--- src/rtl/fibo_sequencer_if.sv ---
// rtl/fibo_sequencer_if.sv - request/term/result bundle between the Fibonacci sequencer and its user
//
// Ports: Start, N (request side, driven by master); Busy, Done, Term,
// Term_Valid, Result, Overflow (status/data, driven by slave).
interface fibo_sequencer_if #(
    parameter int size  = 4,
    parameter int cnt_w = 4
);
    logic             Start;
    logic [cnt_w-1:0] N;
    logic             Busy;
    logic             Done;
    logic [size-1:0]  Term;
    logic             Term_Valid;
    logic [size-1:0]  Result;
    logic             Overflow;

    modport master (
        output Start, N,
        input  Busy, Done, Term, Term_Valid, Result, Overflow
    );

    modport slave (
        input  Start, N,
        output Busy, Done, Term, Term_Valid, Result, Overflow
    );
endinterface

--- src/rtl/fibo_sequencer.sv ---
// rtl/fibo_sequencer.sv - iterative Fibonacci term generator with streamed terms and sticky overflow
//
// Ports: Clk (rising edge), Reset (async, active-high), bus (slave modport):
//   Start/N request, Busy/Term_Valid high while running, Term = current term,
//   Done one-cycle pulse, Result/Overflow = F(N) mod 2^size and its overflow flag.
module fibo_sequencer #(
    parameter int size  = 4,
    parameter int cnt_w = 4
) (
    input  logic                 Clk,
    input  logic                 Reset,
    fibo_sequencer_if.slave      bus
);
    typedef enum logic [1:0] {
        IDLE = 2'd0,
        RUN  = 2'd1,
        DONE = 2'd2
    } state_t;

    state_t state;
    state_t next_state;

    logic [size-1:0]  a;
    logic [size-1:0]  b;
    logic             ov_a;
    logic             ov_b;
    logic [cnt_w-1:0] cnt;
    logic [cnt_w-1:0] nl;
    logic [size-1:0]  result_q;
    logic             overflow_q;

    // One extra bit keeps the carry of the add; only the low bits become the next B.
    logic [size:0] sum;
    assign sum = {1'b0, a} + {1'b0, b};

    always_ff @(posedge Clk or posedge Reset) begin
        if (Reset) begin
            state <= IDLE;
        end else begin
            state <= next_state;
        end
    end

    always_comb begin
        next_state = state;
        case (state)
            IDLE:    if (bus.Start) next_state = RUN;
            RUN:     if (cnt == nl) next_state = DONE;
            DONE:    next_state = IDLE;
            default: next_state = IDLE;
        endcase
    end

    always_comb begin
        bus.Busy       = (state == RUN);
        bus.Term_Valid = (state == RUN);
        bus.Done       = (state == DONE);
        bus.Term       = a;
        bus.Result     = result_q;
        bus.Overflow   = overflow_q;
    end

    always_ff @(posedge Clk or posedge Reset) begin
        if (Reset) begin
            a          <= '0;
            b          <= '0;
            ov_a       <= 1'b0;
            ov_b       <= 1'b0;
            cnt        <= '0;
            nl         <= '0;
            result_q   <= '0;
            overflow_q <= 1'b0;
        end else begin
            case (state)
                IDLE: begin
                    if (bus.Start) begin
                        nl   <= bus.N;
                        a    <= '0;
                        b    <= size'(1);
                        ov_a <= 1'b0;
                        ov_b <= 1'b0;
                        cnt  <= '0;
                    end
                end
                RUN: begin
                    if (cnt == nl) begin
                        result_q   <= a;
                        overflow_q <= ov_a;
                    end else begin
                        // Overflow tags travel with their register so that only an
                        // output term's own history decides the final flag.
                        a    <= b;
                        b    <= sum[size-1:0];
                        ov_a <= ov_b;
                        ov_b <= ov_a | ov_b | sum[size];
                        cnt  <= cnt + cnt_w'(1);
                    end
                end
                default: ;
            endcase
        end
    end
endmodule
--- src/flat_wrapper.sv ---
// flat-port wrapper written by rule: the top's interface ports become plain ports
module fibo_sequencer_flat 
#(
    parameter int size  = 4,
    parameter int cnt_w = 4
)
  (Clk, Reset, bus_Start, bus_N, bus_Busy, bus_Done, bus_Term, bus_Term_Valid, bus_Result, bus_Overflow);
  fibo_sequencer_if #(.size(size), .cnt_w(cnt_w)) bus_i ();
  input  logic Clk;
  input  logic Reset;
  input wire logic [$bits(bus_i.Start)-1:0] bus_Start;
  input wire logic [$bits(bus_i.N)-1:0] bus_N;
  output wire logic [$bits(bus_i.Busy)-1:0] bus_Busy;
  output wire logic [$bits(bus_i.Done)-1:0] bus_Done;
  output wire logic [$bits(bus_i.Term)-1:0] bus_Term;
  output wire logic [$bits(bus_i.Term_Valid)-1:0] bus_Term_Valid;
  output wire logic [$bits(bus_i.Result)-1:0] bus_Result;
  output wire logic [$bits(bus_i.Overflow)-1:0] bus_Overflow;
  assign bus_i.Start = bus_Start;
  assign bus_i.N = bus_N;
  assign bus_Busy = bus_i.Busy;
  assign bus_Done = bus_i.Done;
  assign bus_Term = bus_i.Term;
  assign bus_Term_Valid = bus_i.Term_Valid;
  assign bus_Result = bus_i.Result;
  assign bus_Overflow = bus_i.Overflow;
  fibo_sequencer #(.size(size), .cnt_w(cnt_w)) u_core (.Clk(Clk), .Reset(Reset), .bus(bus_i));
endmodule
--- config.mk ---
export PLATFORM = sky130hd
export DESIGN_NAME = fibo_sequencer_flat
export DESIGN_NICKNAME = d
export VERILOG_FILES = /design/src/rtl/fibo_sequencer_if.sv /design/src/rtl/fibo_sequencer.sv /design/src/flat_wrapper.sv
export SDC_FILE = /design/constraint.sdc
export NUM_CORES = 1
export LEC_CHECK = 0
export BUFFER_PORTS_ARGS = -buffer_cell sky130_fd_sc_hd__buf_2
export CAP_MARGIN = 20
export CELL_PAD_IN_SITES_DETAIL_PLACEMENT = 0
export CELL_PAD_IN_SITES_GLOBAL_PLACEMENT = 1
export CORE_MARGIN = 8
export CORE_UTILIZATION = 40
export CTS_CLUSTER_SIZE = 20
export DETAILED_ROUTE_END_ITERATION = 16
export GPL_TIMING_DRIVEN = 0
export PLACE_DENSITY_LB_ADDON = 0.1
export SYNTH_ARGS = -nofsm -noshare
export SYNTH_HDL_FRONTEND = slang
export SYNTH_SLANG_ARGS = --single-unit
export TNS_END_PERCENT = 100
--- constraint.sdc ---
create_clock -name Clk -period 1.5 [get_ports Clk]
set_input_delay 0.075 -clock Clk [delete_from_list [all_inputs] [get_ports Clk]]
set_output_delay 0.075 -clock Clk [all_outputs]
set_load 0.005 [all_outputs]
==> metrics, run 1 <==
status=finished, final reports clean; logic gate share of total power=0.602; GP Congestion=about 0.73; ranking of synthesized cells by area=dfrtp_1, nand3_1, mux2_4; share of post-route cells with drive strength above 1=0.463; CTS clock-pin slew for the worst setup and hold paths=around 140 ps; Synth warnings=0; fmax=0.670 GHz; buffer depth of the longest clock path=2; number of inserted diodes=0; Slew HR=0.728; global-route usage over all layers=0.113; multi-input logic area=653 µm²; Die ar.=5290 µm²; final net count=between 150 and 200; Vias=919; DRT Pass-1 Iters=4; Layout Cells excl Fill=around 190; num rows=20; WL final=2840 µm; Syn Area/Cell=about 12 µm²; Syn Inst Count=about 110; register area=629 µm²; Boundary Pins=19; clock latency on the worst-skew pair=320 ps; vias in the first global route=roughly 950; Int Power=2.33 mW; Crit. End Element=flop; Routed WL per cell=between 10 and 15 µm; Max rail drop VDD=0.794 mV; Clock power frac=0.078; Final Skew=between 6 and 7 ps; fillcell total=between 200 and 300; dominant synthesized flop cell=dfrtp_1; final worst-path cycle share=0.994; Chip Width=around 73 µm; RSZ-0062 raised after global routing=yes; Yosys top cell by area=dfrtp_1; min-delay worst type=in2async; largest net degree at the start of global routing=26; Req. time, crit path=1770 ps; crit path kind=reg2reg; top cell type's share of synthesized area=0.486; H-Tree Depth=1; core box area=3050 µm²; CTS tree=built; Hold Fails Final Rpt=0; Clock Sinks=25; CTS Buf Count=3; CP Max Fanout=2; FFs w/ async S/R, synth=1.00; max_cap viols=0; P_leak=around 0.8 nW; post-synth net total=approximately 120; register bit count reported by yosys=25; pwr/cell area=~2300 nW/µm²; dpl hpwl=~1800 µm; number of buffers added on ports=18; Final Core Density=0.555; final instance area=approximately 1700 µm²; DRC violations left=0; Die H=72.7 µm; first-pass GRT wire length=~4700 µm; switch share=0.408; CTS root buf=clkbuf_4; vias per cell=between 4 and 5; grt ovf=0; initial core utilization=0.421; post-synthesis sequential area ratio=0.486; EDFF count, synth=0; startpoint class of the critical path=flop; Area after DPL=1440 µm²; max-slew violations=0; Final ANT Viol Nets=0; Flop pwr share=0.320; slew at the pin closest to its max-slew limit=407 ps; synth-to-layout area growth=31.8%; Worst EP arrival=~1800 ps; initial antenna violation count=0; min Tclk post-route=1490 ps; Unique masters post-synth=30; net switching power=~1.6 mW; Setup-failing EPs final=0; Placed Cells=171; Hold WS=between 150 and 200 ps; synthesized area=~1300 µm²; Starting DRT DRC Count=32
## logic make-up after synthesis
family                     share of synthesized area
AOI/OAI and AO/OA                              0.102
xor gates and xnor gates                      0.0340
adders and majority gates                     0.0642
buffers and inverters                         0.0525
DFF                                            0.486
muxes                                         0.0934
and+or+nand+nor                                0.167
## power by group through the flow
stage	combinational [mW]	clock, mW	sequential (mW)
detailed placement	1.96	0	1.24
global route	2.61	0.350	1.29
finish	2.37	0.305	1.26
CTS	2.30	0.326	1.23
global placement	1.93	0	1.23
floorplan	1.51	0	1.20
## placed cells by master, fill, tap and decap left out, types with 4 or more instances in the layout
cell	count
a21oi_1	4
buf_2	18
buf_4	13
dfrtp_1	22
dlygate4sd3_1	5
ha_1	4
inv_1	4
mux2_2	4
mux2_4	5
nand2_1	6
nand3_1	17
## timing repair
action                                 CTS  global route
resized for setup                       10             5
hold buffers                             5             0
pin swaps                                5             6
endpoints found under the hold margin   29             0
setup buffers                           10             2
setup endpoints to repair               17            10
## Yosys cell counts, types with 2 or more instances
cell type / number
a21oi_1: 4
buf_6: 3
dfrtp_1: 25
ha_1: 5
inv_1: 6
mux2_2: 4
mux2_4: 5
nand2_1: 6
nand3_1: 17
nor2_1: 3
nor2b_1: 4
o21ai_0: 3
o21ai_1: 2
o31ai_2: 3
xnor2_1: 4
## routing by layer
metal  global-route usage  vias to the layer above  part of all wire
met5                    0                        -                 0
met1                0.146                      445              0.46
li1                     -                      461                 -
met3               0.0206                        2             0.030
met4               0.0333                        0            0.0063
met2                0.184                       11              0.50
## final cells by class
| cell class | count | area share |
|---|---|---|
| sequential | 25 | 0.371 |
| inverter | 6 | 0.0155 |
| buffer | 5 | 0.0273 |
| timing repair buffer | 36 | 0.152 |
| multi-input combinational | 73 | 0.385 |
| tap | 44 | 0.0325 |
| clock inverter | 1 | 0.00295 |
| clock buffer | 3 | 0.0133 |
## metrics by stage
stage	setup TNS, ps	setup WS [ps]	power [mW]
3_5_place_dp	-1030	-178	3.21
4_1_cts	-1.57	-1.57	3.85
5_1_grt	-251	-75.0	4.25
6_report	0	8.32	3.94
3_3_place_gp	-901	-161	3.16
2_1_floorplan	0	7.77	2.71
## worst max-delay path, stage by stage, from the launching register on
cell	delay (ps)
dfrtp_1	390
ha_2	190
inv_2	40
fa_2	350
nor2b_2	140
o21ai_1	70
a21oi_1	150
o21a_1	120
## flip-flops by register name (all words and copies together) (netlist names)
signal,count
u_core.b,4
u_core.bus.Result,4
u_core.bus.Term,4
u_core.cnt,4
u_core.nl,4
u_core.state,2
u_core.bus.Overflow,1
u_core.ov_a,1
u_core.ov_b,1
## final timing paths
kind                        startpoint       endpoint  slack (ps)  depth (start not counted)
max                        u_core.b[0]    u_core.ov_b           8                          7
min in group Clk             bus_Start  u_core.cnt[0]         330                          4
min reg2reg                u_core.ov_b    u_core.ov_a         500                          2
min                              Reset    u_core.ov_a         180                          3
max in group asynchronous        Reset  u_core.cnt[0]         930                          4
max reg2reg                u_core.b[0]    u_core.ov_b           8                          7
Power figures use the tool's default switching activity.
==> run 2, diff against run 1 <==
==> constraint.sdc (replaced) <==
create_clock -name Clk -period 1.5 [get_ports Clk]
set_input_delay 0.15 -clock Clk [delete_from_list [all_inputs] [get_ports Clk]]
set_output_delay 0.15 -clock Clk [all_outputs]
set_load 0.005 [all_outputs]
==> run 2 against run 1 <==
Against the previous run: sequential power is essentially flat; sequential share of layout area grew 1.1 points; clock power grew 2%; core utilization shrank 1.6 points; critical path type unchanged.
==> metrics, run 2 (synthesis results as in run 1) <==
Boundary Pins=19; Worst EP arrival=1760 ps; global-route usage over all layers=0.111; Setup-failing EPs final=0; buffer depth of the longest clock path=2; final net count=~160; RR Endpoint=u_core.ov_b; commonest non-fill, non-tap cell in the layout=dfrtp_1; switch share=0.411; final worst-path cycle share=0.994; fmax=~0.67 GHz; min-delay worst type=in2reg; CP Max Fanout=2; synth-to-layout area growth=28.1%; P_leak=between 0.7 and 0.8 nW; hold path cells=2; Slew HR=0.730; Crit. End Element=flop; Max rail drop VDD=~0.8 mV; worst r2r path cells=7; CTS Buf Count=3; crit path kind=reg2reg; r2r setup slk=about 8.5 ps; Die H=approximately 73 µm; Die ar.=approximately 5300 µm²; CTS tree=built; Worst Hold End=u_core.nl[0]; logic gate share of total power=0.599; fillcell total=slightly below 300; first-pass GRT wire length=4630 µm; hold path startpoint=bus_N[0]; max-slew violations=0; WL final=roughly 2800 µm; slowest CP cell=dfrtp_1; Worst path top cell family by delay=adder cells; Flop pwr share=0.322; CP bufs+invs=1; Int Power=2.30 mW; RSZ-0062 raised after global routing=yes; status=finished, final reports clean; slew at the pin closest to its max-slew limit=between 400 and 500 ps; Vias=about 900; min Tclk post-route=~1500 ps; Chip Width=72.7 µm; most frequent cells in the layout=dfrtp_1, buf_2, nand3_1; CTS root buf=clkbuf_4; share of post-route cells with drive strength above 1=0.472; net switching power=about 1.6 mW; Hold Fails Final Rpt=0; largest net degree at the start of global routing=26; dpl hpwl=roughly 1800 µm; Area after DPL=approximately 1400 µm²; vias per cell=between 4 and 5; Req. time, crit path=1770 ps; number of inserted diodes=0; max incr delay on CP=390 ps; CTS clock-pin slew for the worst setup and hold paths=approximately 140 ps; reg2reg start=u_core.b[0]; Setup crit start=u_core.b[0]; startpoint class of the critical path=flop; Clock Sinks=25; vias in the first global route=920; Clock power frac=0.080; DRT Pass-1 Iters=4; Final Skew=about 1.5 ps; Final ANT Viol Nets=0; critical-path cell list=ha_2 -> inv_2 -> fa_2 -> nor2b_2 -> o21ai_1 -> a21oi_1 -> o21a_1; Hold WS=between 40 and 50 ps; GP Congestion=0.730; Routed WL per cell=about 15 µm; H-Tree Depth=1; core box area=between 3000 and 4000 µm²; num rows=20; clock latency on the worst-skew pair=roughly 320 ps; initial antenna violation count=0; grt ovf=0; number of buffers added on ports=18; Starting DRT DRC Count=32; DRC violations left=0; pwr/cell area=~2400 nW/µm²; max_cap viols=0; final instance area=roughly 1600 µm²; initial core utilization=0.421
[run 2: cell types whose count changed in the layout (fill, tap and decap cells not counted), sizes merged]
cell	previous run	this run
dlygate4sd3	5	1
buf	35	34
[run 2: per-stage QoR]
stage / setup slack, ps / TNS (ps) / std cells / total power, mW / utilization
finish: 8.49 / 0 / 188 / 3.91 / 0.540
global route: -75.0 / -252 / 188 / 4.22 / 0.540
CTS: -1.57 / -1.57 / 185 / 3.84 / 0.517
detailed placement: -178 / -1030 / 171 / 3.21 / 0.471
global placement: -161 / -901 / 171 / 3.16 / 0.471
floorplan: 7.77 / 0 / 109 / 2.71 / -
[run 2: power groups by stage]
| stage | logic [mW] | registers, mW | clock network (mW) |
|---|---|---|---|
| floorplan | 1.51 | 1.20 | 0 |
| CTS | 2.29 | 1.23 | 0.326 |
| global route | 2.57 | 1.29 | 0.353 |
| global placement | 1.93 | 1.23 | 0 |
| finish | 2.34 | 1.26 | 0.311 |
| detailed placement | 1.96 | 1.24 | 0 |
[run 2: per-layer routing]
layer	wire length [µm]	vias up	share of wire	global-route usage
met3	69	2	0.025	0.0192
met5	0	-	0	0
li1	-	452	-	-
met4	18	0	0.0064	0.0333
met1	1320	447	0.47	0.149
met2	1390	9	0.50	0.177
[run 2: worst register-to-register path, delay by kind of cell (launching register included)]
| family | cells | cell delay [ps] |
|---|---|---|
| AO/OA/AOI/OAI | 3 | 340 |
| adder cells (fa/ha/maj) | 2 | 540 |
| flip-flops | 1 | 390 |
| buffers and inverters | 1 | 40 |
| AND/OR/NAND/NOR | 1 | 140 |
[run 2: layout make-up]
class,count,area (µm²),share of cell area
clock inverters,1,5.00,0.00304
repair buffers,32,218,0.132
clock buffers,3,22.5,0.0137
plain buffers,4,38.8,0.0235
multi-input cells,73,653,0.396
flip-flops and latches,25,629,0.382
inverters,6,26.3,0.0159
well taps,44,55.1,0.0334
[run 2: worst max path at each step]
| stage | endpoint | slack [ps] | cells past startpoint |
|---|---|---|---|
| after floorplan | u_core.bus.Overflow | 8 | 4 |
| after global placement | u_core.bus.Result[1] | -160 | 4 |
| after detailed placement | u_core.bus.Result[1] | -180 | 4 |
| after CTS | u_core.bus.Result[1] | -2 | 4 |
| after global routing | u_core.ov_b | -80 | 7 |
| final | u_core.ov_b | 8 | 7 |
[run 2: repair_timing]
| item | 4_1_cts | 5_1_grt |
|---|---|---|
| hold buffers | 0 | 1 |
| endpoints found under the hold margin | 0 | 25 |
| gates resized for setup | 10 | 5 |
| cloned | 0 | 0 |
| setup endpoints to repair | 17 | 11 |
| setup buffers | 10 | 2 |
| pin swaps | 5 | 6 |
==> run 3, diff against run 2 <==
--- a/config.mk
+++ b/config.mk
@@ -5,15 +5,15 @@
 export SDC_FILE = /design/constraint.sdc
 export NUM_CORES = 1
 export LEC_CHECK = 0
+export ABC_AREA = 1
 export BUFFER_PORTS_ARGS = -buffer_cell sky130_fd_sc_hd__buf_2
 export CAP_MARGIN = 20
 export CELL_PAD_IN_SITES_DETAIL_PLACEMENT = 0
 export CELL_PAD_IN_SITES_GLOBAL_PLACEMENT = 1
 export CORE_MARGIN = 8
-export CORE_UTILIZATION = 40
+export CORE_UTILIZATION = 37
 export CTS_CLUSTER_SIZE = 20
 export DETAILED_ROUTE_END_ITERATION = 16
-export GPL_TIMING_DRIVEN = 0
 export PLACE_DENSITY_LB_ADDON = 0.1
 export SYNTH_ARGS = -nofsm -noshare
 export SYNTH_HDL_FRONTEND = slang
==> run 3 against run 2 <==
Against the previous run: clock skew about the same; synthesized cell count is 50% higher; combinational power decreased by 9.8%; the run now ends with negative setup slack left; fmax shrank 0.92%; die area increased by 8.3%; flip-flop and latch count unchanged; critical path depth is 3 higher; core utilization decreased by 6.9 points.
==> metrics, run 3 <==
status=complete, but fails checks; failing checks=negative setup slack; WL final=roughly 3400 µm; crit path kind=reg2reg; RSZ-0062 raised after global routing=yes; P_leak=around 0.9 nW; max-slew violations=0; largest family of logic cells by synthesized area=simple AND/OR/NAND/NOR gates; Clock Sinks=25; grt ovf=0; core box area=around 3400 µm²; num rows=21; min Tclk post-route=1510 ps; final setup margin=-5.30 ps; Crit. End Element=flop; CTS Buf Count=3; post-synthesis sequential area ratio=0.475; Final ANT Viol Nets=0; CP Max Fanout=2; Unique masters post-synth=23; Die H=approximately 76 µm; synthesized area=1320 µm²; top cells by count, synth=nand2_1, dfrtp_1, nand3_1; Adder-Cell Fraction of Synth Area=0.0627; Hold Fails Final Rpt=0; setup TNS=-5.30 ps; FFs w/ async S/R, synth=1.00; slowest CP cell=dfrtp_1; Final Core Density=0.471; min-delay worst type=in2reg; initial antenna violation count=0; EDFF count, synth=0; vias per cell=around 4.8; mux cell area share after synthesis=0; Chip Width=75.7 µm; Slew HR=0.779; total power=approximately 3.7 mW; CTS root buf=clkbuf_4; H-Tree Depth=1; complex-gate fraction of the synthesized area=0.0342; pwr/cell area=approximately 2300 nW/µm²; logic gate share of total power=0.575; net switching power=1.69 mW; Boundary Pins=19; Post-Synth Simple-Gate Area=0.330; Routed WL per cell=~14 µm; dominant synthesized flop cell=dfrtp_1; number of inserted diodes=0; top cell type's share of synthesized area=0.475; CP bufs+invs=3; Worst path top cell family by delay=adder cells; Final Skew=roughly 1.8 ps; register bit count reported by yosys=25; vias in the first global route=1163; dpl hpwl=between 2000 and 2500 µm; Syn Inst Count=about 160; Starting DRT DRC Count=around 100; CTS clock-pin slew for the worst setup and hold paths=~140 ps; number of buffers added on ports=18; Syn Area/Cell=8.08 µm²; switch share=0.460; ranking of synthesized cells by area=dfrtp_1, nand2_1, nand3_1; global-route usage over all layers=0.127; commonest non-fill, non-tap cell in the layout=nand2_1; Worst EP arrival=approximately 1800 ps; most frequent cell after synthesis=nand2_1; final worst-path cycle share=1.00; slew at the pin closest to its max-slew limit=approximately 330 ps; Vias=~1200; Layout Cells excl Fill=between 200 and 250; max incr delay on CP=roughly 400 ps; max_cap viols=0; Die ar.=between 5000 and 6000 µm²; Yosys top cell by area=dfrtp_1; Req. time, crit path=between 1500 and 2000 ps; Setup-failing EPs final=1; Placed Cells=234; critical-path cell list=ha_2 -> inv_2 -> fa_2 -> inv_2 -> nand2_2 -> a21oi_2 -> o21ai_2 -> inv_2 -> nand2_1 -> nand2_1; DRC violations left=0; final net count=209; most used cell, CP=inv_2; synth-to-layout area growth=21.1%; buffer depth of the longest clock path=2; startpoint class of the critical path=flop; Int Power=a little under 2 mW; Flop pwr share=0.339; initial core utilization=0.389; CTS tree=built; DRT Pass-1 Iters=4; clock latency on the worst-skew pair=330 ps; Max rail drop VDD=just over 0.9 mV; Synth warnings=0; largest net degree at the start of global routing=26; most frequent cells in the layout=nand2_1, dfrtp_1, buf_2; GP Congestion=between 0.7 and 0.8; fmax=approximately 0.66 GHz; share of post-route cells with drive strength above 1=0.287; first-pass GRT wire length=roughly 5500 µm; Clock power frac=0.086; post-synthesis xor/xnor area fraction=0.0133; Place WS=-26.4 ps; post-synth net total=~180
run 3: cell count changes in the layout (fill, tap and decap cells not counted), sizes merged, moves of 3 or more:
cell	previous run	this run
o21ai	5	2
nand4	1	8
mux2	9	0
a21oi	4	7
nor2	4	14
nor2b	4	0
nand2	6	54
xnor2	4	1
inv	5	21
o31ai	3	0
run 3: kinds of logic (layout without fill, tap and decap cells):
logic type / Yosys count / in the layout
fa+ha+maj: 6 / 6
xor+xnor: 2 / 2
compound gates: 9 / 9
simple gates: 95 / 95
flops: 25 / 25
buf+inv: 26 / 58
run 3: power groups by stage:
stage	clock network, mW	logic (mW)	registers (mW)
2_1_floorplan	0	1.34	1.22
3_3_place_gp	0	1.91	1.24
3_5_place_dp	0	1.96	1.26
4_1_cts	0.329	2.05	1.25
5_1_grt	0.350	2.37	1.29
6_report	0.316	2.11	1.25
run 3: routing by layer:
metal | wire length [µm] | GRT usage
met2 | 1600 | 0.217
met3 | 191 | 0.0329
met5 | 0 | 0
met4 | 45 | 0.0277
met1 | 1510 | 0.155
run 3: path summary, 6_finish.rpt:
| kind | from | slack (ps) | cells past startpoint | endpoint |
|---|---|---|---|---|
| max in group asynchronous | Reset | 840 | 4 | u_core.state[0] |
| min reg2reg | u_core.bus.Result[3] | 490 | 2 | u_core.bus.Result[3] |
| min | bus_N[0] | 60 | 3 | u_core.nl[0] |
| min in group asynchronous | Reset | 390 | 4 | u_core.bus.Result[0] |
| max | u_core.b[0] | -5 | 10 | u_core.ov_b |
| max reg2reg | u_core.b[0] | -5 | 10 | u_core.ov_b |
run 3: cell type report:
class	count	area (µm²)
fill	351	1790
tap	46	57.6
inverter	21	81.3
sequential	25	627
clock buffer	4	26.3
timing repair buffer	33	205
multi-input combinational	112	598
run 3: metrics by stage:
step	instance area (µm²)	hold WS (ps)
global placement	1520	218
detailed placement	1520	225
global route	1600	63.7
CTS	1580	58.6
floorplan	1320	177
finish	1600	60.2
run 3: repair_timing:
action                                 CTS  global route
pin swaps                                3             4
endpoints found under the hold margin   25             0
buffers inserted                         1             1
gates resized for setup                  8             3
setup endpoints to repair                2             9
hold buffers                             1             0
cloned                                   0             0
run 3: worst reg2reg max path, stage by stage (launching register included):
cell and delay (ps):
dfrtp_1 390, ha_2 200, inv_2 40, fa_2 330, inv_2 80, nand2_2 60, a21oi_2 150, o21ai_2 70
inv_2 40, nand2_1 40, nand2_1 60
